### src/rtl/axis_tg_pkg.sv
// Shared definitions for the LFSR-driven AXI-Stream traffic generator and its checker:
// FSM encoding, LFSR polynomial and the TDATA field layout.
package axis_tg_pkg;

  typedef enum logic [1:0] {
    StIdle,
    StRun,
    StDrain,
    StDone
  } state_t;

  // Galois form of x^16 + x^14 + x^13 + x^11 + 1, right-shifting.
  localparam logic [15:0] LfsrTaps    = 16'hB400;
  localparam logic [15:0] DestSeedXor = 16'hACE1;

  // Sequence number sits at the bottom of TDATA; the timestamp fills the upper half.
  localparam int unsigned SeqLsb = 0;

  function automatic int unsigned ts_lsb(int unsigned tdata_width);
    return tdata_width / 2;
  endfunction

  function automatic int unsigned seq_width(int unsigned count_width);
    return count_width / 2;
  endfunction

  // An all-zero LFSR would lock up, so a zero seed is replaced by 1.
  function automatic logic [15:0] lfsr_seed(logic [15:0] seed);
    return (seed == 16'h0000) ? 16'h0001 : seed;
  endfunction

  function automatic logic [15:0] lfsr_next(logic [15:0] value);
    return {1'b0, value[15:1]} ^ (value[0] ? LfsrTaps : 16'h0000);
  endfunction

endpackage

### src/rtl/lfsr16.sv
// 16-bit maximal-length Galois LFSR with enable; reset reloads the (non-zero) seed.
module lfsr16
  import axis_tg_pkg::*;
#(
  parameter logic [15:0] SEED = 16'h0001
) (
  input  logic        clk,
  input  logic        rst_n,
  input  logic        en,
  output logic [15:0] value
);

  localparam logic [15:0] SeedFixed = lfsr_seed(SEED);

  logic [15:0] value_q, value_d;

  always_comb begin
    value_d = value_q;
    if (en) value_d = lfsr_next(value_q);
  end

  always_ff @(posedge clk or negedge rst_n) begin
    if (!rst_n) begin
      value_q <= SeedFixed;
    end else begin
      value_q <= value_d;
    end
  end

  assign value = value_q;

endmodule

### src/rtl/axis_tg_lfsr.sv
// Open-loop AXI-Stream traffic generator: Bernoulli injection of single-flit packets into a
// source backlog, drained through a registered AXIS output with per-destination sequence numbers.
module axis_tg_lfsr
  import axis_tg_pkg::*;
#(
  parameter logic [15:0] SEED          = 16'd1,
  parameter int unsigned COUNT_WIDTH   = 32,
  parameter int unsigned TID           = 0,
  parameter int unsigned TDATA_WIDTH   = 64,
  parameter int unsigned TDEST_WIDTH   = 2,
  parameter int unsigned TID_WIDTH     = 2,
  parameter int unsigned NUM_ROUTERS   = 4,
  parameter int unsigned BACKLOG_WIDTH = 16
) (
  input  logic                                    clk,
  input  logic                                    rst_n,
  input  logic [15:0]                             load,
  input  logic [COUNT_WIDTH-1:0]                  num_packets,
  input  logic                                    start,
  input  logic [TDATA_WIDTH/2-1:0]                ticks,
  output logic                                    done,
  output logic [NUM_ROUTERS-1:0][COUNT_WIDTH-1:0] sent_packets,
  output logic [COUNT_WIDTH-1:0]                  total_sent_packets,
  output logic                                    axis_out_tvalid,
  input  logic                                    axis_out_tready,
  output logic [TDATA_WIDTH-1:0]                  axis_out_tdata,
  output logic                                    axis_out_tlast,
  output logic [TDEST_WIDTH-1:0]                  axis_out_tdest,
  output logic [TID_WIDTH-1:0]                    axis_out_tid
);

  localparam int unsigned TsLsb = ts_lsb(TDATA_WIDTH);
  localparam int unsigned TsW   = TDATA_WIDTH - TsLsb;
  localparam int unsigned SeqW  = seq_width(COUNT_WIDTH);
  localparam logic [TDEST_WIDTH:0] NumDest = (TDEST_WIDTH + 1)'(NUM_ROUTERS);

  state_t                                 state_q, state_d;
  logic [COUNT_WIDTH-1:0]                 gen_count_q, gen_count_d;
  logic [BACKLOG_WIDTH-1:0]               backlog_q, backlog_d;
  logic [NUM_ROUTERS-1:0][SeqW-1:0]       seq_q, seq_d;
  logic [NUM_ROUTERS-1:0][COUNT_WIDTH-1:0] sent_q, sent_d;
  logic [COUNT_WIDTH-1:0]                 total_q, total_d;
  logic                                   tvalid_q, tvalid_d;
  logic [TDATA_WIDTH-1:0]                 tdata_q, tdata_d;
  logic [TDEST_WIDTH-1:0]                 tdest_q, tdest_d;

  logic [15:0]            inj_lfsr;
  logic [15:0]            dest_lfsr;
  logic [TDEST_WIDTH-1:0] dest_raw;
  logic [TDEST_WIDTH-1:0] dest_map;
  logic                   inject;
  logic                   out_load;
  logic                   handshake;
  logic                   unused_dest_hi;

  lfsr16 #(
    .SEED (SEED)
  ) u_inj_lfsr (
    .clk   (clk),
    .rst_n (rst_n),
    .en    (1'b1),
    .value (inj_lfsr)
  );

  // The destination stream only advances when a flit is actually emitted.
  lfsr16 #(
    .SEED (SEED ^ DestSeedXor)
  ) u_dest_lfsr (
    .clk   (clk),
    .rst_n (rst_n),
    .en    (out_load),
    .value (dest_lfsr)
  );

  assign unused_dest_hi = ^dest_lfsr[15:TDEST_WIDTH];

  always_comb begin
    dest_raw = dest_lfsr[TDEST_WIDTH-1:0];
    dest_map = dest_raw;
    if ({1'b0, dest_raw} >= NumDest) dest_map = dest_raw - NumDest[TDEST_WIDTH-1:0];
  end

  assign handshake = tvalid_q && axis_out_tready;
  assign out_load  = (backlog_q != '0) && (!tvalid_q || axis_out_tready);
  assign inject    = (state_q == StRun) && (inj_lfsr <= load) &&
                     (gen_count_q < num_packets) && (backlog_q != '1);

  always_comb begin
    state_d     = state_q;
    gen_count_d = gen_count_q;
    backlog_d   = backlog_q;
    seq_d       = seq_q;
    sent_d      = sent_q;
    total_d     = total_q;
    tvalid_d    = tvalid_q;
    tdata_d     = tdata_q;
    tdest_d     = tdest_q;

    unique case (state_q)
      StIdle: begin
        if (start) begin
          state_d     = StRun;
          gen_count_d = '0;
          backlog_d   = '0;
          seq_d       = '0;
          sent_d      = '0;
          total_d     = '0;
        end
      end
      StRun: begin
        if (gen_count_q >= num_packets) state_d = StDrain;
      end
      StDrain: begin
        if ((backlog_q == '0) && !tvalid_q) state_d = StDone;
      end
      StDone: begin
        if (!start) state_d = StIdle;
      end
      default: state_d = StIdle;
    endcase

    if (inject) gen_count_d = gen_count_q + COUNT_WIDTH'(1);

    if (inject && !out_load) begin
      backlog_d = backlog_q + BACKLOG_WIDTH'(1);
    end else if (!inject && out_load) begin
      backlog_d = backlog_q - BACKLOG_WIDTH'(1);
    end

    if (out_load) begin
      tvalid_d                   = 1'b1;
      tdest_d                    = dest_map;
      tdata_d                    = '0;
      tdata_d[TsLsb +: TsW]      = ticks;
      tdata_d[SeqLsb +: SeqW]    = seq_q[dest_map];
      seq_d[dest_map]            = seq_q[dest_map] + SeqW'(1);
    end else if (axis_out_tready) begin
      tvalid_d = 1'b0;
    end

    if (handshake) begin
      sent_d[tdest_q] = sent_q[tdest_q] + COUNT_WIDTH'(1);
      total_d         = total_q + COUNT_WIDTH'(1);
    end
  end

  always_ff @(posedge clk or negedge rst_n) begin
    if (!rst_n) begin
      state_q     <= StIdle;
      gen_count_q <= '0;
      backlog_q   <= '0;
      seq_q       <= '0;
      sent_q      <= '0;
      total_q     <= '0;
      tvalid_q    <= 1'b0;
      tdata_q     <= '0;
      tdest_q     <= '0;
    end else begin
      state_q     <= state_d;
      gen_count_q <= gen_count_d;
      backlog_q   <= backlog_d;
      seq_q       <= seq_d;
      sent_q      <= sent_d;
      total_q     <= total_d;
      tvalid_q    <= tvalid_d;
      tdata_q     <= tdata_d;
      tdest_q     <= tdest_d;
    end
  end

  assign done               = (state_q == StDone);
  assign sent_packets       = sent_q;
  assign total_sent_packets = total_q;
  assign axis_out_tvalid    = tvalid_q;
  assign axis_out_tdata     = tdata_q;
  assign axis_out_tlast     = tvalid_q;
  assign axis_out_tdest     = tdest_q;
  assign axis_out_tid       = TID_WIDTH'(TID);

endmodule

### config.mk
export PLATFORM = sky130hd
export DESIGN_NAME = axis_tg_lfsr
export DESIGN_NICKNAME = d
export VERILOG_FILES = /design/src/rtl/axis_tg_pkg.sv /design/src/rtl/lfsr16.sv /design/src/rtl/axis_tg_lfsr.sv
export SDC_FILE = /design/constraint.sdc
export NUM_CORES = 1
export LEC_CHECK = 0
export BUFFER_PORTS_ARGS = -buffer_cell sky130_fd_sc_hd__clkbuf_2
export CAP_MARGIN = 40
export CELL_PAD_IN_SITES_DETAIL_PLACEMENT = 0
export CELL_PAD_IN_SITES_GLOBAL_PLACEMENT = 1
export CORE_MARGIN = 10
export CORE_UTILIZATION = 47
export CTS_CLUSTER_SIZE = 40
export DETAILED_ROUTE_END_ITERATION = 10
export PLACE_DENSITY_LB_ADDON = 0.1
export SYNTH_ARGS = -nofsm -noshare
export SYNTH_HDL_FRONTEND = slang
export SYNTH_SLANG_ARGS = --single-unit
### constraint.sdc
create_clock -name clk -period 6.5 [get_ports clk]
set_clock_uncertainty 0.2 [all_clocks]
set_input_delay 0 -clock clk [delete_from_list [all_inputs] [get_ports clk]]
set_output_delay 0 -clock clk [all_outputs]
set_load 0.01 [all_outputs]
==> results of run 1 <==
==> worst min-delay path, cell delays in order <==
cell	delay (ns)
clkbuf_2	0.08
inv_1	0.05
ha_1	0.14
a21oi_1	0.04
o21ai_0	0.07
a221oi_1	0.08
o21ai_0	0.12
a31oi_2	0.12
nand3_1	0.09
a31oi_1	0.08
==> layout make-up <==
cell class,instances,area (um2)
Clock inverter,7,61.3
Multi-Input combinational cell,1367,8560
Fill cell,3498,16400
Sequential cell,356,8920
Inverter,66,248
Clock buffer,66,1260
Timing Repair Buffer,390,2470
Tap cell,518,648
==> where the power goes <==
group,internal [mW],switching [mW]
combinational,0.513,1.02
sequential,2.41,0.183
clock,1.33,0.933
total,4.25,2.13
==> worst paths after layout <==
kind	to	from
min in group asynchronous	u_dest_lfsr.value[15]	rst_n
min	gen_count_q[15]	num_packets[23]
max reg2reg	backlog_q[13]	u_inj_lfsr.value[0]
max	backlog_q[13]	u_inj_lfsr.value[0]
min reg2reg	u_inj_lfsr.value[7]	u_inj_lfsr.value[8]
max in group asynchronous	u_dest_lfsr.value[0]	rst_n
==> cell usage in the layout, fill, tap and decap left out, drive strengths merged, types with 46 or more instances in the layout <==
cell         count
nor2            57
clkbuf         361
dfrtp          348
nand2          303
inv             67
ha              60
o21ai          243
nand3          243
dlygate4sd3     69
mux4            46
==> stage by stage <==
step	instance area (um2)	power [mW]	cells
2_1_floorplan	18300	3.57	1923
3_3_place_gp	20000	4.07	2620
3_5_place_dp	20100	4.12	2627
4_1_cts	22200	6.46	2770
5_1_grt	22200	6.77	2770
6_report	22200	6.39	2770
==> kinds of logic after synthesis <==
logic type | Yosys count | share of synthesized area
AOI/OAI and AO/OA | 390 | 0.123
DFF | 356 | 0.488
muxes | 65 | 0.0678
and+or+nand+nor | 783 | 0.206
xor gates and xnor gates | 51 | 0.0244
other | 1 | 0.000205
buffers and inverters | 200 | 0.0488
adders and majority gates | 60 | 0.0411
==> metal layers <==
metal | wire length (um) | GRT usage
met5 | 0 | 0
met4 | 1110 | 0.0562
met3 | 3220 | 0.0551
met2 | 26100 | 0.375
met1 | 22300 | 0.277
==> registers in the layout (all words and copies together) (netlist names), 16 cells and up <==
register	cells
sent_packets	128
backlog_q	16
total_sent_packets	32
u_inj_lfsr.value	16
gen_count_q	32
seq_q	64
axis_out_tdata	48
u_dest_lfsr.value	16
==> timing repair <==
item,4_1_cts,5_1_grt
resized for setup,0,0
hold buffers,70,0
endpoints found under the hold margin,315,0
setup endpoints to repair,0,0
==> out/results.tsv, run 1 <==
metric	value	unit
start_util	0.474	
synth_cell_type_count	67	
p_leak	10.7	nW
seq_area_frac_synth	0.488	
yosys_register_bits	356	
min_path_cells	10	
cts_made_buffers	41	
grtUsageTotal	0.221	
final_nets	2366	
synth_cells	1906	
portBuffers	296	
cts_tree	yes	
antenna_found_initial	0	
holdCritPathClass	in -> reg	
rr_worst_depth	16	
fp.dieH	217	um
routed_via_density	5.49	
layout_setup_ws	1.82	ns
wl	52800	um
synth_top_cell_area_share	0.477	
async_flop_share	1.00	
fmax	213	MHz
rsz0062_at_grt	no	
cp.required	6.69	ns
r2r_setup_slack	1.82	ns
drc	0	
cp_top_family	compound AO/OA/AOI/OAI gates	
finalWeightedCongestion	0.793	
slew-limit-headroom	0.457	
finalCritPeriodShare	0.721	
tns	0	ns
synth-edff-count	0	
htree_levels	2	
clk_latency	0.58	ns
cp-end-kind	flop	
final_core_util	0.575	
coreArea	38600	um2
yosysTopAreaCell	dfrtp_1	
grt_pass1_wl	85200	um
syn_area	18300	um2
drv_slew	0	
criticalPathCategory	reg -> reg	
setup_viol	0	
crit_path_max_fanout	20	
grt_pass1_vias	15400	
peakVddDrop	225	uV
hpwl	35600	um
synth.most_common_cell	dfrtp_1	
slowest_stage	o31ai_2	
post_cts_buffers	0	
start_kind	flop	
cp.depth	16	
synthFlopType	dfrtp_1	
avgSynthCellArea	9.59	um2
dp_slack	1.81	ns
status	finished clean	
cp_num_buf_inv	3	
yosysWarnings	0	
overflow	0	
dr.pass1.iters	5	
worst_slew_pin_slew	0.814	ns
cellPowerDensity	288	nW/um2
critPathArrivalTime	4.87	ns
cts_root_buf	clkbuf_16	
max_cap_viol_count	0	
ios	315	
crit_chain	inv_1, ha_1, nor2b_1, o211ai_1, a2111o_1, a31oi_1, nor2_1, nand2_1, inv_1, ha_1, o31ai_2, buf_4, nor2_1, mux2_2, nand2_1, o311ai_0	
area_growth	21.3	%
ys_top_cells_by_count	348 x dfrtp_1, 303 x nand2_1, 242 x nand3_1, 226 x o21ai_0, 83 x clkbuf_1	
slowest_delay	0.79	ns
fin_crit	4.69	ns
clock-sinks	356	
fp.dieW	217	um
num_vias	15200	
hold_viol	0	
die_area	47200	um2
whs	0.139	ns
rows	72	
clockBufferDepth	3	
grt_max_degree	124	
layout-drive-gt1-share	0.214	
drt_iter0_drc	947	
antenna_cells	0	
clk_pin_slew	0.06	ns
synthTopCellsByArea	dfrtp_1 48%, nand3_1 6.6%, nand2_1 6.2%, o21ai_0 6.2%, mux4_2 5.4%	
wire_per_inst	19.1	um
final_antenna_net_count	0	
Note: power is estimated with default switching activity, not from simulation.
==> run 2: changes to the inputs <==
--- a/config.mk
+++ b/config.mk
@@ -10,7 +10,7 @@
 export CELL_PAD_IN_SITES_DETAIL_PLACEMENT = 0
 export CELL_PAD_IN_SITES_GLOBAL_PLACEMENT = 1
 export CORE_MARGIN = 10
-export CORE_UTILIZATION = 47
+export CORE_UTILIZATION = 44
 export CTS_CLUSTER_SIZE = 40
 export DETAILED_ROUTE_END_ITERATION = 10
 export PLACE_DENSITY_LB_ADDON = 0.1
==> constraint.sdc (replaced) <==
create_clock -name clk -period 4.69 [get_ports clk]
set_clock_uncertainty 0.2 [all_clocks]
set_input_delay 0 -clock clk [delete_from_list [all_inputs] [get_ports clk]]
set_output_delay 0 -clock clk [all_outputs]
set_load 0.01 [all_outputs]
==> run 2 against run 1 <==
  * Final cell count grew 0.90%
  * Sequential share of layout area fell by 0.39 points
  * Utilization decreased by 2.8 points
  * Routed wire length increased by 2.5%
  * Clock-buffer cell count decreased by 4
==> out/results.tsv, run 2 (synthesis gave the netlist of run 1 again) <==
metric	value	unit	change
status	finished clean		unchanged
routed_via_density	5.50		was 5.49
worst_slew_pin_slew	0.859	ns	was 0.814 ns
finalWeightedCongestion	0.824		was 0.793
cts_tree	yes		unchanged
criticalPathCategory	reg -> reg		unchanged
drc	0		unchanged
clk_latency	0.57	ns	was 0.58 ns
grt_max_degree	126		was 124
cts_root_buf	clkbuf_16		unchanged
start_util	0.447		was 0.474
hold_viol	0		unchanged
drt_iter0_drc	1103		was 947
hpwl	36700	um	was 35600 um
clockBufferDepth	3		unchanged
wire_per_inst	19.4	um	was 19.1 um
p_leak	10.8	nW	was 10.7 nW
overflow	0		unchanged
cts_resized	0		unchanged
cts_made_buffers	42		was 41
portBuffers	296		unchanged
cp.required	4.93	ns	was 6.69 ns
num_vias	15400		was 15200
slew-limit-headroom	0.427		was 0.457
critPathArrivalTime	4.32	ns	was 4.87 ns
cp-end-kind	flop		unchanged
grtUsageTotal	0.213		was 0.221
tns	0	ns	unchanged
antenna_cells	0		unchanged
holdCritPathClass	in -> reg		unchanged
clk_pin_slew	0.07	ns	was 0.06 ns
drv_slew	0		unchanged
final_nets	2374		was 2366
die_area	50100	um2	was 47200 um2
antenna_found_initial	0		unchanged
start_kind	flop		unchanged
grt_pass1_vias	15500		was 15400
slowest_stage	o31ai_2		unchanged
multi_input_area	8560	um2	unchanged
clock-sinks	356		unchanged
max_cap_viol_count	0		unchanged
area_growth	22.5	%	was 21.3%
fp.dieH	224	um	was 217 um
final_antenna_net_count	0		unchanged
slowest_delay	0.68	ns	was 0.79 ns
htree_levels	2		unchanged
finalCritPeriodShare	0.870		was 0.721
final_area	22400	um2	was 22200 um2
peakVddDrop	286	uV	was 225 uV
layout-drive-gt1-share	0.219		was 0.214
num-fill-cells	3733		was 3498
crit_chain	ha_1, nand4_1, nor3_1, a221oi_1, o21ai_0, a31oi_2, buf_4, nand2_1, inv_1, ha_1, o31ai_2, buf_4, nor3_1, a21oi_1, o221ai_1		was inv_1, ha_1, nor2b_1, o211ai_1, a2111o_1, a31oi_1, nor2_1, nand2_1, inv_1, ha_1, o31ai_2, buf_4, nor2_1, mux2_2, nand2_1, o311ai_0
setup_viol	0		unchanged
grt_pass1_wl	87600	um	was 85200 um
layout_commonest_cell	dfrtp_1		unchanged
place_area	20200	um2	was 20100 um2
dr.pass1.iters	5		unchanged
fmax	245	MHz	was 213 MHz
crit_path_max_fanout	12		was 20
register_area	8920	um2	unchanged
final_cell_mix	346 x dfrtp_1, 301 x nand2_1, 295 x clkbuf_2, 241 x nand3_1, 226 x o21ai_0		unchanged
ios	315		unchanged
rsz0062_at_grt	no		unchanged
wl	54100	um	was 52800 um
fp.dieW	224	um	was 217 um
largest_register_ffs	128		unchanged
coreArea	40900	um2	was 38600 um2
rows	74		was 72
cellPowerDensity	412	nW/um2	was 288 nW/um2
fin_crit	4.08	ns	was 4.69 ns
r2r_setup_slack	0.61	ns	was 1.82 ns
-- run 2: final cells by class --
class | count | share of cell area
well taps | 532 | 0.0297
multi-input cells | 1367 | 0.382
repair buffers | 397 | 0.112
inverters | 66 | 0.0111
clock inverters | 15 | 0.0102
clock buffers | 62 | 0.0562
flip-flops and latches | 356 | 0.399
-- run 2: worst max-delay path, delay by kind of cell (launching register included) --
family / cells / cell delay [ns]
buf+inv: 3 / 0.65
compound gates: 6 / 1.29
simple gates: 4 / 0.72
flops: 1 / 0.48
fa+ha+maj: 2 / 0.62
-- run 2: metal layers --
metal  wire length [um]  GRT usage  up-vias  part of all wire
li1                   -          -     7393                 -
met1              22900      0.267     7579              0.42
met2              26500      0.352      313              0.49
met3               2930     0.0492       96             0.054
met4               1800     0.0791        0             0.033
met5                  0          0        -                 0
-- run 2: metrics by stage --
stage / instances / hold WS, ns / setup slack, ns / power, mW / utilization
global placement: 2647 / -0.165 / 0.670 / 5.70 / 0.492
finish: 2795 / 0.0768 / 0.611 / 9.23 / 0.547
global route: 2795 / 0.139 / 0.260 / 9.74 / 0.547
CTS: 2795 / 0.0381 / 0.584 / 9.33 / 0.547
floorplan: 1923 / -0.496 / 1.07 / 4.95 / -
detailed placement: 2649 / -0.173 / 0.594 / 5.75 / 0.493
-- run 2: path summary, 6_finish.rpt --
kind	depth (start not counted)	end	from
max in group asynchronous	4	seq_q[53]	rst_n
max reg2reg	15	backlog_q[9]	gen_count_q[23]
min reg2reg	0	u_inj_lfsr.value[8]	u_inj_lfsr.value[9]
max	15	backlog_q[9]	gen_count_q[23]
min	8	state_q[0]	num_packets[18]
min in group asynchronous	3	u_inj_lfsr.value[0]	rst_n
-- run 2: repair_timing --
action / CTS / global route
hold endpoints to repair: 422 / 0
hold buffers: 69 / 0
setup buffers: 0 / 0
-- run 2: report_power, final --
part,switching (mW),total [mW],internal [mW],leakage [nW]
Clock,1.35,3.49,2.14,0.731
Sequential,0.260,3.60,3.34,4.84
Combinational,1.42,2.13,0.709,5.23
Total,3.04,9.23,6.19,10.8
